<file path="config.mk">
export PLATFORM = sky130hd
export DESIGN_NAME = tracker_display_scheduler
export DESIGN_NICKNAME = d
export VERILOG_FILES = /design/src/rtl/tracker_display_scheduler.sv
export SDC_FILE = /design/constraint.sdc
export NUM_CORES = 1
export LEC_CHECK = 0
export BUFFER_PORTS_ARGS = -buffer_cell sky130_fd_sc_hd__buf_2
export CORE_UTILIZATION = 45
export CTS_BUF_LIST = sky130_fd_sc_hd__clkbuf_16
export DETAILED_ROUTE_END_ITERATION = 6
export PLACE_DENSITY_LB_ADDON = 0.3
export SETUP_SLACK_MARGIN = 0.02
export SLEW_MARGIN = 20
export SYNTH_ARGS = -nofsm -noshare
export SYNTH_HDL_FRONTEND = slang
export SYNTH_SLANG_ARGS = --single-unit
</file>
<file path="constraint.sdc">
create_clock -name step_clk -period 3 [get_ports step_clk]
set_clock_uncertainty 0.2 [all_clocks]
set_input_delay 0.15 -clock step_clk [delete_from_list [all_inputs] [get_ports step_clk]]
set_output_delay 0.15 -clock step_clk [all_outputs]
set_load 0.01 [all_outputs]
</file>
<file path="src/rtl/tracker_display_scheduler.sv">
// Display scheduler for the step tracker's shared four-digit BCD display.
// Rotates round-robin among requesting page sources with a fixed dwell per page;
// a rising milestone alert pre-empts the rotation and pins the step-count page.
module tracker_display_scheduler #(
    parameter int unsigned DWELL       = 16,
    parameter int unsigned ALERT_DWELL = 32
) (
    input  logic        step_clk,
    input  logic        reset,
    input  logic [3:0]  page_req,
    input  logic        alert,
    input  logic        freeze,
    input  logic [19:0] page0_bcd,
    input  logic [19:0] page1_bcd,
    input  logic [19:0] page2_bcd,
    input  logic [19:0] page3_bcd,
    output logic [4:0]  bcd3,
    output logic [4:0]  bcd2,
    output logic [4:0]  bcd1,
    output logic [4:0]  bcd0,
    output logic [1:0]  page,
    output logic        alert_active,
    output logic        page_change
);

    localparam int unsigned DW = $clog2(DWELL);
    localparam int unsigned AW = $clog2(ALERT_DWELL);
    localparam logic [DW-1:0] DWELL_LAST = DW'(DWELL - 1);
    localparam logic [AW-1:0] ALERT_LAST = AW'(ALERT_DWELL - 1);
    localparam logic [19:0]   BLANK      = {4{5'h1F}};

    typedef enum logic [1:0] {
        StIdle,
        StShow,
        StAlert
    } state_e;

    state_e        state_q, state_d;
    logic [1:0]    page_d;
    logic [DW-1:0] dwell_cnt_q, dwell_cnt_d;
    logic [AW-1:0] alert_cnt_q, alert_cnt_d;
    logic          alert_q;
    logic          alert_rise;
    logic          use_adv;
    logic [1:0]    adv_from;
    logic [2:0]    adv;
    logic [19:0]   disp;

    // Cyclic search from+1, from+2, from+3, from; returns {found, index}.
    function automatic logic [2:0] next_req(input logic [3:0] req, input logic [1:0] from);
        logic [2:0] res;
        logic [1:0] idx;
        res = 3'b000;
        for (int k = 1; k <= 4; k++) begin
            idx = from + k[1:0];
            if (!res[2] && req[idx]) begin
                res = {1'b1, idx};
            end
        end
        return res;
    endfunction

    assign alert_rise = alert & ~alert_q;

    // Next-state: alert edge first, then per-state dwell/rotation rules.
    always_comb begin
        state_d     = state_q;
        page_d      = page;
        dwell_cnt_d = dwell_cnt_q;
        alert_cnt_d = alert_cnt_q;
        use_adv     = 1'b0;
        adv_from    = page;
        if (alert_rise) begin
            state_d     = StAlert;
            page_d      = 2'd0;
            alert_cnt_d = '0;
        end else begin
            unique case (state_q)
                StIdle: begin
                    // Searching from page 3 yields the lowest requested index.
                    if (|page_req) begin
                        use_adv  = 1'b1;
                        adv_from = 2'd3;
                    end
                end
                StShow: begin
                    if (!page_req[page] || (!freeze && dwell_cnt_q == DWELL_LAST)) begin
                        use_adv = 1'b1;
                    end else if (!freeze) begin
                        dwell_cnt_d = dwell_cnt_q + 1'b1;
                    end
                end
                StAlert: begin
                    if (alert_cnt_q == ALERT_LAST) begin
                        if (page_req[0]) begin
                            state_d     = StShow;
                            page_d      = 2'd0;
                            dwell_cnt_d = '0;
                        end else begin
                            use_adv  = 1'b1;
                            adv_from = 2'd0;
                        end
                    end else begin
                        alert_cnt_d = alert_cnt_q + 1'b1;
                    end
                end
                default: state_d = StIdle;
            endcase
        end
        adv = next_req(page_req, adv_from);
        if (use_adv) begin
            if (adv[2]) begin
                state_d     = StShow;
                page_d      = adv[1:0];
                dwell_cnt_d = '0;
            end else begin
                state_d = StIdle;
            end
        end
    end

    // State and registered outputs; page_change flags any visible display change.
    always_ff @(posedge step_clk or posedge reset) begin
        if (reset) begin
            state_q      <= StIdle;
            page         <= 2'd0;
            dwell_cnt_q  <= '0;
            alert_cnt_q  <= '0;
            alert_q      <= 1'b0;
            alert_active <= 1'b0;
            page_change  <= 1'b0;
        end else begin
            state_q      <= state_d;
            page         <= page_d;
            dwell_cnt_q  <= dwell_cnt_d;
            alert_cnt_q  <= alert_cnt_d;
            alert_q      <= alert;
            alert_active <= (state_d == StAlert);
            page_change  <= (page_d != page) ||
                            ((state_d == StAlert) != alert_active) ||
                            ((state_d == StIdle) != (state_q == StIdle));
        end
    end

    // Digit mux; reset blanks the display without waiting for a clock.
    always_comb begin
        disp = BLANK;
        if (!reset) begin
            unique case (state_q)
                StShow: begin
                    unique case (page)
                        2'd0: disp = page0_bcd;
                        2'd1: disp = page1_bcd;
                        2'd2: disp = page2_bcd;
                        2'd3: disp = page3_bcd;
                        default: disp = BLANK;
                    endcase
                end
                StAlert: disp = page0_bcd;
                default: disp = BLANK;
            endcase
        end
    end

    assign {bcd3, bcd2, bcd1, bcd0} = disp;

endmodule

</file>
==> results.py <==
metrics = {
    "logic_synthesis": {
        "synth-seq-cells": 16,
        "synth_cell_types": 56,
        "synth-main-ff-cell": "dfrtp_1",
        "netlist_area_sq_mm": 0.00207,
        "syn_area_per_cell_sq_um": 8.37,
        "synth_cells": 247,
        "ys_seq_area_frac": 0.194,
        "synth_warnings": 0,
        "synth_compound_area_frac": 0.322,
        "synthTopCellsByArea": "dfrtp_1 (19%), mux2_2 (11%), a221o_1 (9.7%), a22o_1 (8.5%), ha_1 (4.8%)",
        "synthXorXnorAreaFrac": 0.0127,
        "yosys.area_share.simple": 0.212,
        "synth_top_family_by_area": "compound AO/OA/AOI/OAI gates",
        "syn_nets": 343,
        "synthMuxAreaShare": 0.151,
        "synthAdderAreaFrac": 0.0484,
        "synth_edf_count": 0,
        "synth-async-reset-ratio": 1.00,
        "synth.largest_area_cell": "dfrtp_1",
        "synth_top_area_frac": 0.194,
    },
    "global_route": {
        "grtUsageTotal": 0.257,
        "grt_antenna_before_repair": 0,
        "grt_pass1_vias": 2206,
        "overflow": 0,
        "grt_max_degree": 31,
        "grt_first_pass_wirelength_microns": 10400,
    },
    "critical_path": {
        "r2r-end": "page_change$_DFF_PP0_",
        "rr_startpoint": "state_q[1]$_DFF_PP0_",
        "r2r_cells": 8,
        "crit_path_max_fanout": 15,
        "critPathLaunchType": "register",
        "regToRegSetupSlack_ns": 0.16,
        "critPathKind": "reg2reg",
        "end_kind": "register",
        "worstPathRequired_ns": 2.93,
        "arrival_ns": 2.76,
    },
    "run_status": {
        "status": "complete, no violations",
    },
    "floorplan": {
        "ios": 112,
        "die_w_microns": 69.8,
        "initial_core_util": 0.471,
        "die-height_microns": 69.8,
        "row_count": 24,
        "dieArea_sq_mm": 0.00487,
        "core_sq_mm": 0.00438,
    },
    "detailed_routing": {
        "ant_nets": 0,
        "dr.pass1.iters": 5,
        "drt_wl_total_microns": 6590,
        "wl_per_cell_microns": 16.2,
        "drcViolationCount": 0,
        "drtIter0Drc": 144,
        "vias": 2455,
        "vias_per_cell": 6.03,
    },
    "clock_network": {
        "cts_tree": "built",
        "h-tree-depth": 1,
        "numCtsBuffers": 3,
        "insertion_delay_ns": 0.25,
        "cts-root-buf": "clkbuf_16",
        "cts.sinks": 16,
        "cts_buffer_depth": 2,
        "clk_pin_slew_worst_paths_ns": 0.05,
    },
    "worst_hold_path": {
        "hold_start": "freeze",
        "min_path_cells": 4,
        "holdPathEnd": "dwell_cnt_q[3]$_DFF_PP0_",
        "hp-class": "in2reg",
    },
    "sta": {
        "max_freq_ghz": 0.353,
        "hold_viol": 0,
        "drv_slew": 0,
        "setup_ws_ns": 0.164,
        "final.setup.tns_ns": 0,
        "rsz0062_at_grt": "no",
        "worstMarginPinSlew_ns": 0.744,
        "period_needed_ns": 2.84,
        "setup_viol": 0,
        "finalCritPeriodShare": 0.945,
        "relSlewSlack": 0.503,
    },
    "placed_design": {
        "gp_congestion": 0.898,
        "dpl.hpwl_microns": 4940,
        "port_buffers": 111,
        "pre_cts_slack_ns": 0.158,
        "dp_cells": 398,
    },
    "finish": {
        "stdcell_count": 407,
        "area_delta_synth_final_pct": 35.9,
        "nNetsFinal": 452,
        "antenna_cells": 0,
        "final_layout_size_suffix_gt1_frac": 0.445,
    },
    "power": {
        "irDropWorstVdd_mv": 0.548,
        "power.density_mw_per_mm2": 890,
        "leakagePower_nw": 1.36,
    },
    "run": {
        "maxCapViolCount": 0,
    },
}
cell usage in the layout (no fill, tap or decap), types with 7 or more instances in the layout:
master,n
buf_4,16
a221o_1,20
a21oi_1,10
buf_2,111
a22o_1,20
nand3_1,9
mux2_2,20
ha_1,7
dfrtp_1,16
o21ai_0,8
nand2_1,14
nor2_1,19
how the worst max path moves through the flow:
| stage | from | to | slack [ns] | depth (start not counted) |
|---|---|---|---|---|
| detailed placement | alert_cnt_q[0]$_DFFE_PP0P_ | page_change$_DFF_PP0_ | 0.16 | 11 |
| finish | state_q[1]$_DFF_PP0_ | page_change$_DFF_PP0_ | 0.16 | 8 |
| floorplan | page_req[0] | page_change$_DFF_PP0_ | 0.32 | 9 |
| global placement | state_q[0]$_DFF_PP0_ | page_change$_DFF_PP0_ | 0.22 | 8 |
| global route | alert_cnt_q[0]$_DFFE_PP0P_ | page[0]$_DFF_PP0_ | 0.03 | 13 |
| CTS | alert_cnt_q[0]$_DFFE_PP0P_ | page[0]$_DFF_PP0_ | 0.15 | 11 |
critical path, cell delays in order (launching register included):
cell and delay (ns):
dfrtp_1 0.43, inv_1 0.11, ha_1 0.36, and3_4 0.25
o31a_1 0.31, or4_1 0.50, a311oi_1 0.30, o32a_2 0.18
nand3_1 0.07
where the power goes:
part / switching, mW / internal [mW] / total (mW)
sequential: 0.0509 / 0.272 / 0.323
combinational: 1.05 / 0.868 / 1.91
clock: 0.0857 / 0.177 / 0.263
repair_timing:
item	4_1_cts	5_1_grt
buffers inserted	0	3
hold buffers	2	0
hold endpoints to repair	17	0
gates resized for setup	0	2
endpoints found under the setup margin	0	2
cell usage after synthesis (5+ instances only):
master / count
nand2_1: 14
clkbuf_1: 20
ha_1: 8
nor2_1: 19
a22o_1: 20
a21oi_1: 10
o21ai_0: 8
mux2i_1: 6
dfrtp_1: 16
mux2_2: 20
nor2b_1: 5
nand3_1: 9
a221o_1: 20
inv_1: 5
cells by family after synthesis:
family,count (synthesis)
DFF,16
buffers and inverters,30
and+or+nand+nor,80
AOI/OAI and AO/OA,83
muxes,27
xor gates and xnor gates,3
adders and majority gates,8
flip-flops by register name, summed over array words and instances, names as in the netlist:
name          flops
alert_active      1
page              2
state_q           2
page_change       1
alert_q           1
alert_cnt_q       5
dwell_cnt_q       4
area by class of cell:
class | count | area (sq um)
fill | 371 | 1580
multi-input combinational | 201 | 1550
timing repair buffer | 129 | 696
sequential | 16 | 400
clock buffer | 3 | 75.1
tap | 52 | 65.1
inverter | 5 | 18.8
clock inverter | 1 | 3.75
metrics by stage:
stage | cell area (sq um) | utilization | hold WS, ns | total power, mW
detailed placement | 2680 | 0.611 | -0.0305 | 2.20
floorplan | 2070 | - | -0.128 | 1.68
global route | 2810 | 0.641 | 0.150 | 2.70
CTS | 2780 | 0.634 | 0.138 | 2.48
finish | 2810 | 0.641 | 0.148 | 2.50
global placement | 2680 | 0.611 | -0.0344 | 2.17
layer usage:
metal  wire length [microns]  up-vias  global-route usage
li1                        -     1188                   -
met1                    2800     1146               0.351
met2                    3250      107               0.415
met3                     420       14              0.0320
met4                     116        0              0.0933
met5                       0        -                   0
Power figures use the tool's default switching activity.
